===== src/rtl/bist_7x7_if.sv =====
// bist_7x7_if: run control, stimulus and response bundle between the BIST engine and its environment
interface bist_7x7_if;
  logic       start;
  logic [6:0] rsp;
  logic [6:0] pat;
  logic       busy;
  logic       done;
  logic       pass;
  logic [6:0] sig;
  modport master (output start, rsp, input pat, busy, done, pass, sig);
  modport slave (input start, rsp, output pat, busy, done, pass, sig);
endinterface


===== src/rtl/bist_7x7.sv =====
// bist_7x7: LFSR stimulus generator and MISR signature compactor for a 7-in/7-out combinational block
module bist_7x7 #(
  parameter int         N_PAT  = 127,
  parameter logic [6:0] SEED   = 7'h01,
  parameter logic [6:0] GOLDEN = 7'h00
) (
  input logic         ck,
  input logic         rst,
  bist_7x7_if.slave   bus
);
  typedef enum logic [1:0] {IDLE, RUN, FIN} state_t;
  localparam logic [6:0] LAST = 7'(N_PAT - 1);
  state_t     state;
  logic [6:0] pat, sig, cnt;
  logic       busy, done, pass;
  logic [6:0] pat_nxt, sig_nxt;
  logic       last;
  assign pat_nxt = {pat[5:0], pat[6] ^ pat[5]};
  assign sig_nxt = {sig[5:0], sig[6] ^ sig[5]} ^ bus.rsp;
  assign last    = cnt == LAST;
  always_ff @(posedge ck or posedge rst) begin
    if (rst) begin
      state <= IDLE;
      pat   <= '0;
      sig   <= '0;
      cnt   <= '0;
      busy  <= 1'b0;
      done  <= 1'b0;
      pass  <= 1'b0;
    end else begin
      case (state)
        RUN: begin
          sig <= sig_nxt;
          cnt <= cnt + 7'd1;
          pat <= last ? '0 : pat_nxt;
          if (last) begin
            state <= FIN;
            busy  <= 1'b0;
            done  <= 1'b1;
            pass  <= sig_nxt == GOLDEN;
          end
        end
        default: if (bus.start) begin
          state <= RUN;
          pat   <= SEED;
          sig   <= '0;
          cnt   <= '0;
          busy  <= 1'b1;
          done  <= 1'b0;
          pass  <= 1'b0;
        end
      endcase
    end
  end
  assign bus.pat  = pat;
  assign bus.sig  = sig;
  assign bus.busy = busy;
  assign bus.done = done;
  assign bus.pass = pass;
endmodule


===== src/flat_wrapper.sv =====
// flat-port wrapper written by rule: the top's interface ports become plain ports
module bist_7x7_flat 
#(
  parameter int         N_PAT  = 127,
  parameter logic [6:0] SEED   = 7'h01,
  parameter logic [6:0] GOLDEN = 7'h00
)
  (ck, rst, bus_start, bus_rsp, bus_pat, bus_busy, bus_done, bus_pass, bus_sig);
  bist_7x7_if bus_i ();
  input logic ck;
  input logic rst;
  input wire logic [$bits(bus_i.start)-1:0] bus_start;
  input wire logic [$bits(bus_i.rsp)-1:0] bus_rsp;
  output wire logic [$bits(bus_i.pat)-1:0] bus_pat;
  output wire logic [$bits(bus_i.busy)-1:0] bus_busy;
  output wire logic [$bits(bus_i.done)-1:0] bus_done;
  output wire logic [$bits(bus_i.pass)-1:0] bus_pass;
  output wire logic [$bits(bus_i.sig)-1:0] bus_sig;
  assign bus_i.start = bus_start;
  assign bus_i.rsp = bus_rsp;
  assign bus_pat = bus_i.pat;
  assign bus_busy = bus_i.busy;
  assign bus_done = bus_i.done;
  assign bus_pass = bus_i.pass;
  assign bus_sig = bus_i.sig;
  bist_7x7 #(.N_PAT(N_PAT), .SEED(SEED), .GOLDEN(GOLDEN)) u_core (.ck(ck), .rst(rst), .bus(bus_i));
endmodule

===== config.mk =====
export PLATFORM = sky130hd
export DESIGN_NAME = bist_7x7_flat
export DESIGN_NICKNAME = d
export VERILOG_FILES = /design/src/rtl/bist_7x7_if.sv /design/src/rtl/bist_7x7.sv /design/src/flat_wrapper.sv
export SDC_FILE = /design/constraint.sdc
export NUM_CORES = 1
export LEC_CHECK = 0
export ABC_AREA = 1
export CAP_MARGIN = 0
export CELL_PAD_IN_SITES_DETAIL_PLACEMENT = 1
export CELL_PAD_IN_SITES_GLOBAL_PLACEMENT = 2
export CORE_UTILIZATION = 30
export CTS_CLUSTER_SIZE = 10
export DETAILED_ROUTE_END_ITERATION = 7
export GPL_TIMING_DRIVEN = 0
export PLACE_DENSITY = 0.9
export SETUP_SLACK_MARGIN = 0.5
export SYNTH_ARGS = -nofsm -noshare
export SYNTH_HDL_FRONTEND = slang
export SYNTH_SLANG_ARGS = --single-unit

===== constraint.sdc =====
create_clock -name ck -period 2.35 [get_ports ck]
set_input_delay 0.47 -clock ck [delete_from_list [all_inputs] [get_ports ck]]
set_output_delay 0.47 -clock ck [all_outputs]
set_load 0.05 [all_outputs]

==> results by group, run 1 <==
Status
  • Status: complete, no violations

Clock tree
  • Hold buffers post-CTS: 0
  • Clock buffer depth: 2
  • Worst-Skew Late Latency: roughly 0.27 ns
  • CTS root buf: clkbuf_8
  • CTS tree: done
  • Setup bufs post-CTS: 0
  • Clk pin slew, worst setup/hold paths: 0.09 ns
  • Total CTS buffers: 3
  • Clk sinks: 24
  • H-tree depth: 1

GRT
  • Vias in the first global route: 1,160
  • Largest net degree at the start of global routing: 25
  • First-pass GRT wire length: 5230 um
  • Total congestion overflow: 0
  • GRT Total Usage: 0.1589
  • Initial antenna violation count: 0

Place
  • Placed cell count: 231
  • Port Buffers: 26
  • HPWL after DPL: approximately 2200 um
  • RePlAce Congestion: approximately 0.78
  • Post-DP Area: 1533 um^2

Logic synthesis
  • Syn. warnings: 0
  • Synth Register Bits: 24
  • Synth cell types: 19
  • Syn_area_per_cell: slightly below 8 um^2
  • Post-Syn Nets: 169
  • Syn Inst Count: 157
  • Sequential area share after synthesis: 0.4954
  • Syn Std Cell Area: 1212 um^2

Timing
  • Worst Tran Pin Value: 0.9109 ns
  • Post-Route Setup TNS: 0 ns
  • Fin crit share: 0.7225
  • Max-slew headroom: 0.3921
  • Fin. max-slew vios: 0
  • Fin. Hold Viols: 0
  • FMAX: 0.5890 GHz
  • Crit path time final: 1.698 ns
  • Final Skew: 0.002749 ns
  • Min Hold Slack: roughly 0.52 ns
  • Setup violators final: 0
  • RSZ-0062 raised after global routing: no

Worst setup path
  • Critical Path AT: 1.23 ns
  • CP endpoint kind: output port
  • Req. time, crit path: about 1.9 ns
  • Crit path max fanout: 3
  • Critical path class: flop to output port
  • Slowest cell on crit path: dlygate4sd2_1
  • Worst setup SP type: flop
  • Critical path's largest stage delay: around 0.55 ns
  • CP top delay family: buffers and inverters
  • Buf/Inv on CP: 1
  • Crit-path cells: dlygate4sd2_1

Pwr
  • Leakage power figure: ~0.85 nW
  • Maximum vdd drop: ~0.00062 V
  • PwrDens: 1374 nW/um^2

Drt
  • 1st-pass router iterations: 4
  • DRC Markers: 0
  • Antenna viol nets, final: 0
  • Drt first-iter violations: 38
  • DR vias: 1,100
  • Average wire per standard cell: 12.23 um
  • DR vias/cell: about 4.7
  • Detailed Route WL: 2873 um

Hold path
  • Hold Path Class: flop to flop

Cells and area
  • Most common cell after layout, fill and taps aside: nand2_1
  • Most frequent cells in the layout: nand2_1 (52), inv_1 (26), dfrtp_1 (24)
  • Finished Layout Cells: 235
  • Fin area: 1583 um^2
  • Antenna cells: 0
  • Area growth from synthesis to layout: 30.55%
  • Share of cells above drive strength 1: 0.08021
  • Fin nets: 200

Floorplanning
  • Initial core utilization: 0.3215
  • Die width: 65.57 um
  • IO Count: 27
  • Die Footprint: 4299 um^2
  • Cell row count: 22
  • Die Y: 65.57 um
  • Core box area: 3771 um^2

Job
  • MaxCap Viol Count: 0
-- kinds of logic after synthesis --
| logic type | count (synthesis) | share of synthesized area |
|---|---|---|
| buf+inv | 29 | 0.09081 |
| simple gates | 81 | 0.2931 |
| flops | 24 | 0.4954 |
| compound gates | 19 | 0.08462 |
| xor+xnor | 1 | 0.007225 |
| mux | 1 | 0.008256 |
| fa+ha+maj | 2 | 0.02064 |
-- repair_timing --
item,CTS,global route
endpoints found under the setup margin,17,0
endpoints found under the hold margin,0,0
gates resized for setup,17,0
-- area by class of cell --
cell class	instances	area (um^2)
fill	445	2188
sequential	24	600.6
multi-input combinational	104	501.7
timing repair buffer	26	239.0
inverter	28	105.1
tap	48	60.06
clock buffer	3	41.29
clock inverter	1	30.03
buffer	1	5.005
-- final timing paths --
kind,depth (start not counted),slack [ns],endpoint,from
min in group asynchronous,2,0.70,u_core.cnt[3],rst
max in group asynchronous,2,1.09,u_core.cnt[1],rst
worst min register to register,2,0.52,u_core.bus.pat[4],u_core.bus.pat[4]
worst max-delay path,1,0.65,bus_busy,u_core.state[0]
worst max register to register,8,1.02,u_core.bus.pass,u_core.cnt[0]
worst min-delay path,2,0.52,u_core.bus.pat[4],u_core.bus.pat[4]
-- flip-flops by register name (all words and copies together) (netlist names) --
signal           cells
u_core.bus.sig       7
u_core.bus.pat       7
u_core.cnt           7
u_core.bus.pass      1
u_core.state         2
-- report_power, final --
part | leakage [nW] | internal (mW) | switching [mW]
clock network | 0.0357 | 0.228 | 0.134
registers | 0.285 | 0.591 | 0.161
logic | 0.525 | 0.303 | 0.757
total | 0.846 | 1.12 | 1.05
-- stage by stage --
step | util | worst slack, ns | power (mW)
after floorplan | - | 0.9297 | 1.534
after global placement | 0.4064 | 0.5961 | 1.880
after detailed placement | 0.4064 | 0.5422 | 1.922
after CTS | 0.4197 | 0.6316 | 2.209
after global routing | 0.4197 | 0.6017 | 2.348
final | 0.4197 | 0.6521 | 2.175
-- routing by layer --
layer  vias to the layer above  wire [um]  track usage
met5                         -          0            0
met4                         0         14      0.03261
met3                         2        123      0.03993
met2                        21       1400       0.2693
met1                       537       1335       0.2033
li1                        540          -            -
-- Yosys cell counts --
cell type / instances / area share
nor2_1: 8 / 0.025
nand2_4: 1 / 0.0093
ha_1: 2 / 0.021
a21oi_1: 3 / 0.012
buf_2: 1 / 0.0041
nor2_2: 2 / 0.010
inv_2: 2 / 0.0062
a21boi_0: 1 / 0.0062
nand2_2: 3 / 0.015
o21bai_1: 1 / 0.0062
o21ai_0: 12 / 0.050
nor2_4: 2 / 0.019
nand3_1: 13 / 0.054
mux2i_1: 1 / 0.0083
inv_1: 26 / 0.080
nand2_1: 52 / 0.16
o22ai_1: 2 / 0.010
xor2_1: 1 / 0.0072
dfrtp_1: 24 / 0.50
(Power assumes the default switching activity.)
==> inputs of run 2 (changes only) <==
--- a/config.mk
+++ b/config.mk
@@ -9,11 +9,11 @@
 export CAP_MARGIN = 0
 export CELL_PAD_IN_SITES_DETAIL_PLACEMENT = 1
 export CELL_PAD_IN_SITES_GLOBAL_PLACEMENT = 2
-export CORE_UTILIZATION = 30
+export CORE_UTILIZATION = 28
 export CTS_CLUSTER_SIZE = 10
 export DETAILED_ROUTE_END_ITERATION = 7
 export GPL_TIMING_DRIVEN = 0
-export PLACE_DENSITY = 0.9
+export PLACE_DENSITY = 0.85
 export SETUP_SLACK_MARGIN = 0.5
 export SYNTH_ARGS = -nofsm -noshare
 export SYNTH_HDL_FRONTEND = slang
==> constraint.sdc (replaced) <==
create_clock -name ck -period 1.58 [get_ports ck]
set_input_delay 0.316 -clock ck [delete_from_list [all_inputs] [get_ports ck]]
set_output_delay 0.316 -clock ck [all_outputs]
set_load 0.05 [all_outputs]
==> results by group, run 2 (synthesized netlist as in run 1, its figures left out) <==
Worst setup path
  • Slowest cell on crit path: dfrtp_2
  • Worst setup SP type: flop
  • Crit path max fanout: 3
  • CP top delay family: flip-flops
  • Critical Path AT: between 0.9 and 1 ns
  • Critical path class: flop to output port
  • Critical path's largest stage delay: approximately 0.47 ns
  • Buf/Inv on CP: 1
  • Req. time, crit path: 1.26 ns
  • Crit-path cells: buf_6
  • CP endpoint kind: output port

Clock tree
  • Total CTS buffers: 3
  • Worst-Skew Late Latency: ~0.27 ns
  • Clock buffer depth: 2
  • H-tree depth: 1
  • Clk pin slew, worst setup/hold paths: about 0.090 ns
  • Clk sinks: 24
  • Hold buffers post-CTS: 0
  • CTS tree: done
  • CTS root buf: clkbuf_8

Floorplanning
  • Core box area: 4086 um^2
  • IO Count: 27
  • Die Y: between 60 and 70 um
  • Die width: ~68 um
  • Initial core utilization: 0.2967
  • Cell row count: 23
  • Die Footprint: about 4600 um^2

Drt
  • Top Metal Used: met4
  • Drt first-iter violations: 36
  • Met3 wire len: 99 um
  • Antenna viol nets, final: 0
  • DR vias/cell: 4.678
  • DRC Markers: 0
  • 1st-pass router iterations: 4
  • DR vias: 1,221
  • Wire length on met2: 1976 um
  • WL met1: 1502 um
  • Average wire per standard cell: 13.89 um
  • Detailed Route WL: 3624 um

GRT
  • Largest net degree at the start of global routing: 25
  • GRT Total Usage: 0.1699
  • Vias in the first global route: 1,301
  • Initial antenna violation count: 0
  • Total congestion overflow: 0
  • First-pass GRT wire length: 5837 um

Status
  • Status: complete, no violations

Cells and area
  • Share of cells above drive strength 1: 0.4502
  • Final Core Density: 0.4991
  • Fin nets: ~220
  • Most frequent cells in the layout: nand2_1 (45), inv_1 (20), buf_6 (20)
  • Biggest regs: u_core.bus.pat (7), u_core.bus.sig (7), u_core.cnt (7)
  • Area growth from synthesis to layout: 68.21%
  • Antenna cells: 0
  • Fin area: 2039 um^2
  • Most common cell after layout, fill and taps aside: nand2_1

Timing
  • Setup violators final: 0
  • Crit path time final: 1.225 ns
  • Fin crit share: 0.7751
  • RSZ-0062 raised after global routing: yes
  • FMAX: 0.8165 GHz
  • Final worst-path setup slack: roughly 0.36 ns
  • Fin. Hold Viols: 0
  • Final Skew: 0.002811 ns
  • Worst Tran Pin Value: about 0.55 ns
  • Fin. max-slew vios: 0
  • Max-slew headroom: 0.6320
  • Post-Route Setup TNS: 0 ns

Place
  • Port Buffers: 26
  • Pre-CTS WS: -0.06584 ns
  • HPWL after DPL: 2206 um
  • Post-DP Area: 1582 um^2
  • RePlAce Congestion: 0.6740

Pwr
  • Reg power frac: 0.282
  • PwrDens: 2021 nW/um^2
  • Clock network fraction of total power: 0.104
  • Combinational Power Share: 0.614
  • Switching pwr: 1.942 mW
  • Sw Share: 0.4711
  • Maximum vdd drop: just under 0.0007 V
  • Internal cell power: about 2.2 mW
  • PnR Total Power: approximately 4 mW
  • Leakage power figure: roughly 1.0 nW

Hold path
  • Hold Path Class: input port to asynchronous set/reset pin

Job
  • MaxCap Viol Count: 0
==> run 2: changes by cell type in the layout (fill, tap and decap cells not counted), sizes merged <==
cell / delta
buf: +40
bufinv: -1
clkbuf: +1
clkdlybuf4s50: -1
clkinvlp: +1
dlygate4sd2: -16
inv: -1
nand2: +1
==> run 2: worst paths after layout <==
check | depth (start not counted) | slack (ns) | to | startpoint
setup / recovery | 1 | 0.36 | bus_busy | u_core.state[0]
hold / removal | 2 | 0.43 | u_core.bus.sig[6] | rst
setup reg to reg | 8 | 0.37 | u_core.bus.pat[4] | u_core.cnt[0]
hold reg to reg | 1 | 0.54 | u_core.cnt[2] | u_core.cnt[2]
max in group asynchronous | 2 | 0.80 | u_core.state[0] | rst
min in group ck | 2 | 0.48 | u_core.state[1] | bus_start
==> run 2: layer usage <==
layer | vias to the layer above | track usage
met4 | 0 | 0.05469
met1 | 600 | 0.1975
met3 | 5 | 0.01520
li1 | 595 | -
met2 | 21 | 0.3218
met5 | - | 0
==> run 2: layout make-up <==
cell class,instances,area (um^2)
inverter,28,116.4
timing repair buffer,49,476.7
sequential,24,606.8
fill,477,2047
multi-input combinational,105,706.9
tap,50,62.56
buffer,1,15.01
clock buffer,4,55.05
==> run 2: per-stage QoR <==
stage,cells,hold slack [ns]
after CTS,258,0.4462
after global placement,233,0.4905
final,261,0.4318
after global routing,261,0.4901
after detailed placement,233,0.4919
after floorplan,157,0.3304
==> run 2: what timing repair did <==
item / 4_1_cts / 5_1_grt
endpoints found under the setup margin: 56 / 38
gates cloned: 0 / 1
pin swaps: 13 / 11
buffers inserted: 21 / 2
resized for setup: 142 / 27
==> run 2: power groups by stage <==
stage / clock [mW] / combinational (mW) / sequential [mW]
after floorplan: 0 / 0.617 / 1.70
after global placement: 0 / 1.71 / 1.12
after detailed placement: 0 / 1.75 / 1.14
after CTS: 0.444 / 2.33 / 1.15
after global routing: 0.467 / 2.76 / 1.20
final: 0.427 / 2.53 / 1.16
